==> config.mk <==
export PLATFORM = sky130hd
export DESIGN_NAME = stack_param
export DESIGN_NICKNAME = d
export VERILOG_FILES = /design/src/rtl/stack_param.sv
export SDC_FILE = /design/constraint.sdc
export NUM_CORES = 1
export LEC_CHECK = 0
export CORE_MARGIN = 2
export CORE_UTILIZATION = 40
export DETAILED_ROUTE_END_ITERATION = 8
export GPL_TIMING_DRIVEN = 1
export PLACE_DENSITY = 0.57
export SETUP_SLACK_MARGIN = 0.2
export SYNTH_ARGS = -nofsm -noshare
export SYNTH_HDL_FRONTEND = slang
export SYNTH_SLANG_ARGS = --single-unit
export TNS_END_PERCENT = 5
==> constraint.sdc <==
create_clock -name clk -period 9.1 [get_ports clk]
set_clock_uncertainty 0.15 [all_clocks]
set_input_delay 1.82 -clock clk [delete_from_list [all_inputs] [get_ports clk]]
set_output_delay 1.82 -clock clk [all_outputs]
set_load 0.01 [all_outputs]
==> src/rtl/stack_param.sv <==
// stack_param: parametrised LIFO with count, top peek, push+pop replace, clear and error pulses.
// Optional high-water-mark port/register enabled by defining STACK_HWM_EN.
module stack_param #(
   parameter int WIDTH = 8,
   parameter int DEPTH = 8,
   parameter int CW    = $clog2(DEPTH+1)
) (
   input  logic             clk,
   input  logic             rst,
   input  logic             push,
   input  logic             pop,
   input  logic             clear,
   input  logic [WIDTH-1:0] data_in,
   output logic [WIDTH-1:0] data_out,
   output logic [WIDTH-1:0] top,
   output logic [CW-1:0]    count,
   output logic             empty,
   output logic             full,
   output logic             overflow,
   output logic             underflow
`ifdef STACK_HWM_EN
   ,
   output logic [CW-1:0]    hwm
`endif
);
   localparam int AW = $clog2(DEPTH);

   logic [WIDTH-1:0] mem_q [DEPTH];
   logic [CW-1:0]    count_q, count_d;
   logic [WIDTH-1:0] data_out_q, data_out_d;
   logic             ovf_q, ovf_d, unf_q, unf_d;
   logic [AW-1:0]    top_idx, waddr;
   logic             psh, pp, repl, we;

   assign empty   = count_q == '0;
   assign full    = count_q == CW'(DEPTH);
   // count-1 always fits in AW bits when non-empty, so modular AW-bit math is exact
   assign top_idx = count_q[AW-1:0] - AW'(1);
   assign top     = empty ? '0 : mem_q[top_idx];

   assign repl = push & pop & ~empty;
   assign psh  = push & ~full & (~pop | empty);
   assign pp   = pop & ~push & ~empty;
   assign we   = psh | repl;
   assign waddr = repl ? top_idx : count_q[AW-1:0];

   always_comb begin
      count_d    = psh ? count_q + CW'(1) : pp ? count_q - CW'(1) : count_q;
      data_out_d = (pp | repl) ? top : data_out_q;
      ovf_d      = push & ~pop & full;
      unf_d      = pop & empty;
   end

   always_ff @(posedge clk) begin
      if (!rst) begin
         count_q    <= '0;
         data_out_q <= '0;
         ovf_q      <= 1'b0;
         unf_q      <= 1'b0;
      end else if (clear) begin
         count_q <= '0;
         ovf_q   <= 1'b0;
         unf_q   <= 1'b0;
      end else begin
         count_q    <= count_d;
         data_out_q <= data_out_d;
         ovf_q      <= ovf_d;
         unf_q      <= unf_d;
      end
   end

   // storage is never scrubbed; reset and clear only discard it through count
   always_ff @(posedge clk) begin
      if (rst && !clear && we) mem_q[waddr] <= data_in;
   end

`ifdef STACK_HWM_EN
   logic [CW-1:0] hwm_q;
   always_ff @(posedge clk) begin
      if (!rst || clear) hwm_q <= '0;
      else if (count_d > hwm_q) hwm_q <= count_d;
   end
   assign hwm = hwm_q;
`endif

   assign count     = count_q;
   assign data_out  = data_out_q;
   assign overflow  = ovf_q;
   assign underflow = unf_q;
endmodule

==> reports/qor.json, run 1 <==
{
  "outcome": {
    "outcome": "finished, final reports clean"
  },
  "hold_path": {
    "min_from": "data_out[7]",
    "min_path_type": "register to register"
  },
  "routing": {
    "drcViolationCount": 0,
    "ant_nets": 0,
    "detailroute.via_count": 2005,
    "drt-pass1-iter-count": 4,
    "finalWirelength_um": 6910,
    "met2RoutedLength_um": 3240,
    "wl_met3_um": 446,
    "routedWlPerCell_um": 18.8,
    "drt_first_iter_violations": 102,
    "vias_per_cell": 5.45,
    "met1Wirelength_um": 3110,
    "route.top_layer_used": "met4"
  },
  "sta": {
    "final_min_period_over_clock_period_pct": 56.2,
    "fin_tns_setup_ns": 0,
    "worstMarginPinSlew_ns": 1.35,
    "worst_slew_margin_rel_pct": 9.02,
    "rsz0062_at_grt": "false",
    "final_hold_viol_count": 0,
    "minimum_period_implied_by_the_final_worst_setup_slack_ns": 5.11,
    "finalMaxSlewViolations": 0,
    "setup_violating_endpoint_count_in_the_final_report": 0,
    "max_freq_mhz": 196
  },
  "die": {
    "die_width_um": 95.8,
    "initial_core_util_pct": 41.2,
    "placementRows": 33,
    "fp.dieH_um": 95.8,
    "core_sq_um": 8180,
    "num_io_pins": 37,
    "die-area_sq_um": 9180
  },
  "power_and_ir_drop": {
    "net-switching-power_uw": 204,
    "power-per-cell-area_nw_per_um2": 192,
    "power.ir.vdd_worst_mv": 0.0846,
    "p_leak_uw": 0.00139,
    "pwr-share-clk_pct": 34.2,
    "combinationalPowerShare_pct": 15.0,
    "seqPwrFrac_pct": 50.8,
    "power.share.switching_pct": 26.0,
    "cell_internal_pwr_uw": 579
  },
  "yosys": {
    "synth.ff_latch_count": 78,
    "yosys_warnings": 0,
    "postSynthAreaPerCell_sq_um": 15.9,
    "synth_sequential_area_ratio_pct": 65.3,
    "post_synth_instance_area_sq_um": 3370,
    "synthesis.instances": 212,
    "postSynth.asyncResetShare_pct": 0,
    "post-synth-top-area-fraction_pct": 57.0,
    "yosysUniqueCellTypes": 42,
    "yosys_most_used_dff": "sky130_fd_sc_hd__edfxtp_1",
    "ys_top_cells_by_area": "sky130_fd_sc_hd__edfxtp_1 (57%), sky130_fd_sc_hd__dfxtp_1 (8.3%), sky130_fd_sc_hd__mux4_2 (6.7%), sky130_fd_sc_hd__mux4_1 (4.7%), sky130_fd_sc_hd__a221o_1 (2.4%)",
    "yosys_top_cell_by_area": "sky130_fd_sc_hd__edfxtp_1",
    "synth_edf_count": 64,
    "synthesis.nets": 229
  },
  "setup_path": {
    "worst-r2r-cell-count": 8,
    "r2r_slack_ns": 5.48,
    "worst_ep_required_time_ns": 7.13,
    "capture_point_of_the_worst_path": "top[7]",
    "critPathLaunch": "count[0]",
    "worstSetupPathType": "register to output port",
    "worstPathArrival_ns": 3.14,
    "rr_startpoint": "count[0]",
    "worstSetupEndpointType": "output port",
    "setup.worst_path.start_class": "register",
    "crit_path_max_fanout": 24,
    "reg2reg_capture_point": "mem_q[4][7]"
  },
  "global_routing": {
    "largest_net_degree_at_the_start_of_global_routing": 25,
    "grt_first_pass_wirelength_um": 10500,
    "antenna_violations_before_repair": 0,
    "gr-usage-all-layers_pct": 16.2,
    "total_overflow_reported_by_the_global_router": 0,
    "first_global_vias": 1845
  },
  "finish": {
    "nFillCells": 703,
    "antennaDiodeCount": 0,
    "drive_above_1_share_pct": 16.0,
    "area_delta_synth_final_pct": 20.6,
    "layout.nets": 275,
    "final_cell_count_no_fill": 368
  },
  "clock_network": {
    "htreeDepth": 3,
    "hold_buf_cts": 0,
    "tritoncts": "yes",
    "clkSlewWorstSetupHoldPaths_ns": 0.09,
    "post_cts.repair.setup_buffers": 0,
    "postCtsResizedCells": 0,
    "clk_path_buf_depth": 2,
    "tritoncts.num_buffers": 9,
    "cts_sinks": 78,
    "clk_root_buf": "sky130_fd_sc_hd__clkbuf_8",
    "clock_insertion_delay_worst_skew_ns": 0.35
  },
  "placement": {
    "portBuffers": 36,
    "place.gp.congestion": 0.762,
    "post-dp-hpwl_um": 4730,
    "dp_cells": 352
  },
  "flow_run": {
    "maxCapViolations": 0
  }
}
-- cells in the final DEF (no fill, tap or decap), drive strengths merged --
master,netlist,routed
a41o,1,1
nand3,7,7
nand3b,1,1
or3b,1,1
nand2b,2,2
a211o,1,1
clkbuf,1,9
bufinv,0,1
edfxtp,64,64
o211ai,2,2
clkdlybuf4s50,0,36
a21oi,5,5
nor2b,5,5
clkinvlp,0,1
and2,9,9
inv,5,9
and3b,1,1
a22oi,2,2
nand2,9,9
o21ai,14,14
xnor2,1,1
mux4,16,16
a21o,4,4
ha,3,3
o31ai,2,2
and3,1,1
o31a,1,1
nor3,12,12
buf,8,8
a211oi,2,2
a221o,8,8
mux2,1,1
o21a,1,1
mux2i,2,2
nor2,5,5
fa,1,1
dfxtp,14,14
clkinv,0,1
-- worst max-delay path, stage by stage, from the launching register on --
cell and delay, ns:
sky130_fd_sc_hd__dfxtp_1 0.31, sky130_fd_sc_hd__buf_4 0.34, sky130_fd_sc_hd__inv_1 0.14, sky130_fd_sc_hd__ha_1 0.77
sky130_fd_sc_hd__mux4_1 0.40, sky130_fd_sc_hd__mux2i_1 0.27, sky130_fd_sc_hd__nor2_1 0.07, sky130_fd_sc_hd__clkdlybuf4s50_1 0.48
-- cell families (layout without fill, tap and decap cells) --
family,Yosys count,after routing,share of synthesized area [%]
buffers and inverters,14,65,2.34
AOI/OAI and AO/OA,43,43,9.46
DFF,78,78,65.3
and+or+nand+nor,53,53,8.65
muxes,19,19,12.3
xor gates and xnor gates,1,1,0.260
adders and majority gates,4,4,1.71
-- power by group through the flow --
stage | registers, uW | clock network (uW) | logic [uW]
6_report | 398 | 268 | 117
4_1_cts | 398 | 274 | 119
3_3_place_gp | 406 | 0 | 117
2_1_floorplan | 407 | 0 | 68.7
3_5_place_dp | 406 | 0 | 118
5_1_grt | 399 | 287 | 129
-- routing by layer --
layer	track usage (%)	up-vias
met3	2.90	8
met2	25.2	72
met1	22.4	978
met4	7.38	0
met5	0	-
li1	-	947
-- worst min-delay path by stage --
stage,to,cells after the start
2_1_floorplan,data_out[7],2
3_3_place_gp,data_out[7],2
3_5_place_dp,data_out[7],2
4_1_cts,data_out[7],2
5_1_grt,data_out[7],2
6_report,data_out[7],2
-- sequential cells by signal (all words and copies together) (netlist names) --
signal     count
overflow       1
underflow      1
count          4
mem_q         64
data_out       8
-- synth_stat cells (4+ instances only) --
library cell,count
sky130_fd_sc_hd__nand2_1,9
sky130_fd_sc_hd__nor3_1,11
sky130_fd_sc_hd__edfxtp_1,64
sky130_fd_sc_hd__dfxtp_1,14
sky130_fd_sc_hd__inv_1,4
sky130_fd_sc_hd__a221o_1,8
sky130_fd_sc_hd__buf_2,5
sky130_fd_sc_hd__a21oi_1,5
sky130_fd_sc_hd__mux4_2,10
sky130_fd_sc_hd__nand3_1,6
sky130_fd_sc_hd__and2_1,8
sky130_fd_sc_hd__a21o_1,4
sky130_fd_sc_hd__mux4_1,6
sky130_fd_sc_hd__nor2_1,5
sky130_fd_sc_hd__nor2b_1,5
sky130_fd_sc_hd__o21ai_0,13
-- stage by stage --
| step | cell area, sq um | power (uW) | utilization [%] | hold slack, ns | worst slack (ns) |
|---|---|---|---|---|---|
| 2_1_floorplan | 3370 | 476 | - | 0.332 | 4.99 |
| 3_3_place_gp | 3860 | 524 | 47.2 | 0.285 | 4.07 |
| 3_5_place_dp | 3870 | 524 | 47.3 | 0.293 | 4.18 |
| 4_1_cts | 4070 | 790 | 49.8 | 0.314 | 3.89 |
| 5_1_grt | 4070 | 815 | 49.8 | 0.326 | 3.75 |
| 6_report | 4070 | 783 | 49.8 | 0.309 | 3.99 |
-- area by class of cell --
class,instances,area [sq um],share of cell area (%)
clock inverters,7,77.6,1.91
well taps,105,131,3.23
inverters,5,23.8,0.584
flip-flops and latches,78,2200,54.1
clock buffers,9,124,3.05
multi-input cells,120,1090,26.8
repair buffers,44,418,10.3
No activity file was read; power rests on OpenSTA's default activity.
==> inputs of run 2 (changes only) <==
==> constraint.sdc (replaced) <==
create_clock -name clk -period 5.1 [get_ports clk]
set_clock_uncertainty 0.15 [all_clocks]
set_input_delay 1.02 -clock clk [delete_from_list [all_inputs] [get_ports clk]]
set_output_delay 1.02 -clock clk [all_outputs]
set_load 0.01 [all_outputs]
==> run 2 against run 1 <==
  * Sequential share of layout area down 0.27 points
  * Sequential cell count unchanged
  * Clock power up 77%
  * Hold slack better by 0.0070 ns
  * Critical path type unchanged
  * Critical endpoint unchanged
==> reports/qor.json, run 2 (synthesis gave the netlist of run 1 again) <==
{
  "routing": {
    "finalWirelength_um": 6740,
    "drcViolationCount": 0,
    "vias_per_cell": 5.27,
    "routedWlPerCell_um": 18.2,
    "drt_first_iter_violations": 88,
    "drt-pass1-iter-count": 4,
    "detailroute.via_count": 1949,
    "ant_nets": 0
  },
  "clock_network": {
    "tritoncts": "yes",
    "hold_buf_cts": 0,
    "postCtsResizedCells": 0,
    "clk_path_buf_depth": 2,
    "post_cts.repair.setup_buffers": 0,
    "clkSlewWorstSetupHoldPaths_ns": 0.08,
    "tritoncts.num_buffers": 9,
    "clk_root_buf": "sky130_fd_sc_hd__clkbuf_8",
    "htreeDepth": 3,
    "cts_sinks": 78,
    "clock_insertion_delay_worst_skew_ns": 0.35
  },
  "hold_path": {
    "worst_hold_path.num_cells": 2,
    "whs_endpoint": "data_out[7]",
    "min_path_type": "register to register",
    "min_from": "data_out[7]"
  },
  "sta": {
    "max_freq_mhz": 246,
    "minimum_period_implied_by_the_final_worst_setup_slack_ns": 4.06,
    "fin_tns_setup_ns": 0,
    "worstMarginPinSlew_ns": 0.746,
    "setup_violating_endpoint_count_in_the_final_report": 0,
    "worst_slew_margin_rel_pct": 50.3,
    "final_hold_viol_count": 0,
    "finalMaxSlewViolations": 0,
    "rsz0062_at_grt": "false",
    "final_min_period_over_clock_period_pct": 79.6
  },
  "finish": {
    "final_cell_mix": "sky130_fd_sc_hd__edfxtp_1 (64), sky130_fd_sc_hd__clkdlybuf4s50_1 (36), sky130_fd_sc_hd__dfxtp_1 (14), sky130_fd_sc_hd__o21ai_0 (13), sky130_fd_sc_hd__nor3_1 (11)",
    "layout.cells.most_common": "sky130_fd_sc_hd__edfxtp_1",
    "fin_area_sq_um": 4090,
    "registers.top_by_ff_count": "mem_q",
    "drive_above_1_share_pct": 16.6,
    "number_of_flip_flops_under_the_largest_register_name": 64,
    "layout.nets": 277,
    "multi_input_area_sq_um": 1090,
    "nFillCells": 719,
    "final-seq-area_sq_um": 2200,
    "antennaDiodeCount": 0,
    "area_delta_synth_final_pct": 21.2
  },
  "setup_path": {
    "worst-r2r-cell-count": 9,
    "worstPathArrival_ns": 2.89,
    "r2r_slack_ns": 2.22,
    "setup.worst_path.start_class": "register",
    "worstSetupEndpointType": "output port",
    "reg2reg_capture_point": "count[3]",
    "crit_path_max_fanout": 18,
    "rr_startpoint": "count[1]",
    "worst_ep_required_time_ns": 3.93,
    "worstSetupPathType": "register to output port"
  },
  "die": {
    "die-area_sq_um": 9180,
    "initial_core_util_pct": 41.2,
    "placementRows": 33,
    "fp.dieH_um": 95.8,
    "num_io_pins": 37,
    "core_sq_um": 8180,
    "die_width_um": 95.8
  },
  "global_routing": {
    "antenna_violations_before_repair": 0,
    "met3_usage_pct": 3.13,
    "global_route.peak_usage_layer": "met2",
    "first_global_vias": 1882,
    "largest_net_degree_at_the_start_of_global_routing": 24,
    "grt_first_pass_wirelength_um": 10400,
    "total_overflow_reported_by_the_global_router": 0,
    "gr-usage-all-layers_pct": 16.1,
    "groute.layer.met1.usage_pct": 23.0,
    "met2_usage_pct": 23.7
  },
  "power_and_ir_drop": {
    "power.share.switching_pct": 25.7,
    "total_power_after_layout_uw": 1390,
    "cell_internal_pwr_uw": 1030,
    "p_leak_uw": 0.00141,
    "seqPwrFrac_pct": 51.0,
    "net-switching-power_uw": 358,
    "pwr-share-clk_pct": 34.0,
    "combinationalPowerShare_pct": 15.0,
    "power-per-cell-area_nw_per_um2": 341,
    "power.ir.vdd_worst_mv": 0.139
  },
  "placement": {
    "placedInstanceArea_sq_um": 3880,
    "portBuffers": 36,
    "place.gp.congestion": 0.782,
    "post-dp-hpwl_um": 4560
  },
  "outcome": {
    "outcome": "finished, final reports clean"
  },
  "flow_run": {
    "maxCapViolations": 0
  }
}
-- run 2: cell count changes in the layout (fill, tap and decap cells not counted), sizes merged --
cell    change
buf         +2
clkinv      +1
inv         -1
-- run 2: worst max-delay path by stage --
stage | slack (ns) | cells past startpoint | endpoint | from
after floorplan | 1.79 | 8 | top[0] | count[0]
after global placement | 1.42 | 6 | top[7] | count[1]
after detailed placement | 1.40 | 6 | top[7] | count[1]
after CTS | 0.99 | 6 | top[7] | count[1]
after global routing | 0.85 | 6 | top[7] | count[1]
final | 1.04 | 6 | top[7] | count[1]
-- run 2: power by group through the flow --
stage          sequential, uW  combinational (uW)  clock, uW
2_1_floorplan             727                 123          0
3_5_place_dp              725                 210          0
3_3_place_gp              724                 210          0
6_report                  710                 209        474
4_1_cts                   710                 211        485
5_1_grt                   712                 229        517
-- run 2: critical path, stage by stage (launching register included) --
cell,delay [ns]
sky130_fd_sc_hd__dfxtp_1,0.47
sky130_fd_sc_hd__inv_1,0.07
sky130_fd_sc_hd__ha_1,0.77
sky130_fd_sc_hd__mux4_1,0.41
sky130_fd_sc_hd__mux2i_1,0.27
sky130_fd_sc_hd__nor2_1,0.07
sky130_fd_sc_hd__clkdlybuf4s50_1,0.48
-- run 2: layout make-up --
cell class / instances / share of cell area [%]
sequential: 78 / 53.9
clock inverter: 7 / 1.96
clock buffer: 9 / 3.03
tap: 105 / 3.21
inverter: 5 / 0.582
multi-input combinational: 120 / 26.7
timing repair buffer: 46 / 10.7
-- run 2: layer usage --
| metal | part of all wire [%] | vias to the layer above |
|---|---|---|
| met4 | 2.1 | 0 |
| met1 | 49 | 943 |
| met3 | 3.9 | 11 |
| met2 | 44 | 49 |
| met5 | 0 | - |
| li1 | - | 946 |
-- run 2: per-stage QoR --
step / hold slack (ns) / std cells / setup WS (ns) / util, %
after floorplan: 0.332 / 212 / 1.79 / -
after global placement: 0.285 / 354 / 1.42 / 47.5
after detailed placement: 0.297 / 354 / 1.40 / 47.5
after CTS: 0.317 / 370 / 0.986 / 50.0
after global routing: 0.342 / 370 / 0.854 / 50.0
final: 0.316 / 370 / 1.04 / 50.0
==> inputs of run 3 (changes only) <==
--- a/config.mk
+++ b/config.mk
@@ -9,7 +9,7 @@
 export CORE_UTILIZATION = 40
 export DETAILED_ROUTE_END_ITERATION = 8
 export GPL_TIMING_DRIVEN = 1
-export PLACE_DENSITY = 0.57
+export PLACE_DENSITY = 0.59
 export SETUP_SLACK_MARGIN = 0.2
 export SYNTH_ARGS = -nofsm -noshare
 export SYNTH_HDL_FRONTEND = slang
==> constraint.sdc (replaced) <==
create_clock -name clk -period 3.5 [get_ports clk]
set_clock_uncertainty 0.15 [all_clocks]
set_input_delay 0.7 -clock clk [delete_from_list [all_inputs] [get_ports clk]]
set_output_delay 0.7 -clock clk [all_outputs]
set_load 0.01 [all_outputs]
==> run 3 against run 2 <==
  * Global-route usage grew 0.15 points
  * Sequential cell count stayed put
  * Highest routed layer unchanged
  * Combinational power is 56% higher
  * Sequential power up 45%
==> reports/qor.json, run 3 (synthesis gave the netlist of run 1 again) <==
{
  "setup_path": {
    "r2r_slack_ns": 0.77,
    "worstPathArrival_ns": 2.35,
    "worst_ep_required_time_ns": 2.65,
    "crit_path_max_fanout": 9,
    "rr_startpoint": "count[0]",
    "reg2reg_capture_point": "count[3]",
    "worst-r2r-cell-count": 9,
    "setup.worst_path.start_class": "register",
    "worstSetupPathType": "register to output port",
    "worstSetupEndpointType": "output port"
  },
  "power_and_ir_drop": {
    "cell_internal_pwr_uw": 1520,
    "combinationalPowerShare_pct": 16.1,
    "power-per-cell-area_nw_per_um2": 488,
    "pwr-share-clk_pct": 32.9,
    "p_leak_uw": 0.00143,
    "total_power_after_layout_uw": 2030,
    "power.share.switching_pct": 25.1,
    "power.ir.vdd_worst_mv": 0.249,
    "net-switching-power_uw": 509,
    "seqPwrFrac_pct": 51.0
  },
  "finish": {
    "antennaDiodeCount": 0,
    "layout.cells.most_common": "sky130_fd_sc_hd__edfxtp_1",
    "layout.nets": 283,
    "final_cell_count_no_fill": 376,
    "drive_above_1_share_pct": 19.2,
    "final_cell_mix": "sky130_fd_sc_hd__edfxtp_1 (64), sky130_fd_sc_hd__clkdlybuf4s50_1 (36), sky130_fd_sc_hd__buf_4 (15), sky130_fd_sc_hd__dfxtp_1 (14), sky130_fd_sc_hd__o21ai_0 (13)",
    "fin_area_sq_um": 4160,
    "area_delta_synth_final_pct": 23.3,
    "number_of_flip_flops_under_the_largest_register_name": 64,
    "nFillCells": 697,
    "registers.top_by_ff_count": "mem_q"
  },
  "placement": {
    "dp_cells": 359,
    "post-dp-hpwl_um": 4580,
    "placedInstanceArea_sq_um": 3920,
    "portBuffers": 36,
    "place.gp.congestion": 0.753
  },
  "global_routing": {
    "grt_first_pass_wirelength_um": 10700,
    "first_global_vias": 1944,
    "total_overflow_reported_by_the_global_router": 0,
    "largest_net_degree_at_the_start_of_global_routing": 24,
    "antenna_violations_before_repair": 0,
    "gr-usage-all-layers_pct": 16.3
  },
  "die": {
    "initial_core_util_pct": 41.2,
    "num_io_pins": 37,
    "die_width_um": 95.8,
    "fp.dieH_um": 95.8,
    "die-area_sq_um": 9180,
    "core_sq_um": 8180,
    "placementRows": 33
  },
  "outcome": {
    "outcome": "finished, final reports clean"
  },
  "sta": {
    "final_min_period_over_clock_period_pct": 91.5,
    "fin_tns_setup_ns": 0,
    "worst_slew_margin_rel_pct": 61.3,
    "minimum_period_implied_by_the_final_worst_setup_slack_ns": 3.20,
    "rsz0062_at_grt": "true",
    "setup_violating_endpoint_count_in_the_final_report": 0,
    "worstMarginPinSlew_ns": 0.577,
    "max_freq_mhz": 312,
    "finalMaxSlewViolations": 0,
    "final_hold_viol_count": 0
  },
  "clock_network": {
    "tritoncts": "yes",
    "clk_path_buf_depth": 2,
    "clk_root_buf": "sky130_fd_sc_hd__clkbuf_8",
    "tritoncts.num_buffers": 9,
    "cts_sinks": 78,
    "htreeDepth": 3,
    "clock_insertion_delay_worst_skew_ns": 0.34,
    "clkSlewWorstSetupHoldPaths_ns": 0.08
  },
  "hold_path": {
    "min_from": "data_out[7]",
    "worst_hold_path.num_cells": 2,
    "whs_endpoint": "data_out[7]",
    "min_path_type": "register to register"
  },
  "routing": {
    "routedWlPerCell_um": 18.3,
    "drt_first_iter_violations": 67,
    "ant_nets": 0,
    "drt-pass1-iter-count": 4,
    "finalWirelength_um": 6890,
    "vias_per_cell": 5.40,
    "detailroute.via_count": 2029,
    "drcViolationCount": 0
  },
  "flow_run": {
    "maxCapViolations": 0
  }
}
run 3: metal layers:
layer | up-vias | wire length, um | GRT usage (%)
met5 | - | 0 | 0
met4 | 0 | 61 | 6.43
met1 | 1018 | 3270 | 23.3
met3 | 5 | 303 | 3.21
met2 | 43 | 3250 | 24.5
li1 | 963 | - | -
run 3: final cells by class:
type	instances	area (sq um)	area share [%]
Inverter	5	23.8	0.572
Sequential cell	78	2200	52.9
Clock inverter	6	71.3	1.71
Multi-Input combinational cell	120	1110	26.7
Tap cell	105	131	3.16
Clock buffer	10	128	3.07
Timing Repair Buffer	52	493	11.9
run 3: through the flow:
stage	utilization (%)	setup WS [ns]	hold slack, ns
after CTS	50.6	0.177	0.318
after global routing	50.9	0.159	0.335
after detailed placement	48.0	0.336	0.297
final	50.9	0.297	0.312
after global placement	48.0	0.422	0.286
after floorplan	-	0.468	0.332
run 3: power groups by stage:
| stage | Sequential, uW | Combinational (uW) | Clock, uW |
|---|---|---|---|
| finish | 1030 | 327 | 668 |
| global route | 1040 | 359 | 729 |
| CTS | 1030 | 324 | 692 |
| detailed placement | 1050 | 316 | 0 |
| global placement | 1050 | 314 | 0 |
| floorplan | 1060 | 179 | 0 |
run 3: how the worst max path moves through the flow:
stage | start | endpoint | cells past startpoint
after detailed placement | push | count[3] | 8
final | count[0] | top[6] | 7
after global placement | push | count[3] | 8
after global routing | count[0] | top[5] | 7
after floorplan | count[0] | mem_q[0][0] | 8
after CTS | count[0] | top[7] | 5
run 3: worst max-delay path: stages, from the launching register on:
cell and delay, ns:
sky130_fd_sc_hd__dfxtp_1 0.38, sky130_fd_sc_hd__inv_1 0.11, sky130_fd_sc_hd__ha_4 0.35, sky130_fd_sc_hd__buf_4 0.15
sky130_fd_sc_hd__mux4_1 0.35, sky130_fd_sc_hd__o21ai_0 0.12, sky130_fd_sc_hd__nand2_1 0.07, sky130_fd_sc_hd__clkdlybuf4s50_1 0.48
run 3: timing repair:
item,CTS,global route
hold buffers,0,0
setup buffers,0,1
setup endpoints to repair,8,5
pin swaps,0,1
gates resized for setup,3,5
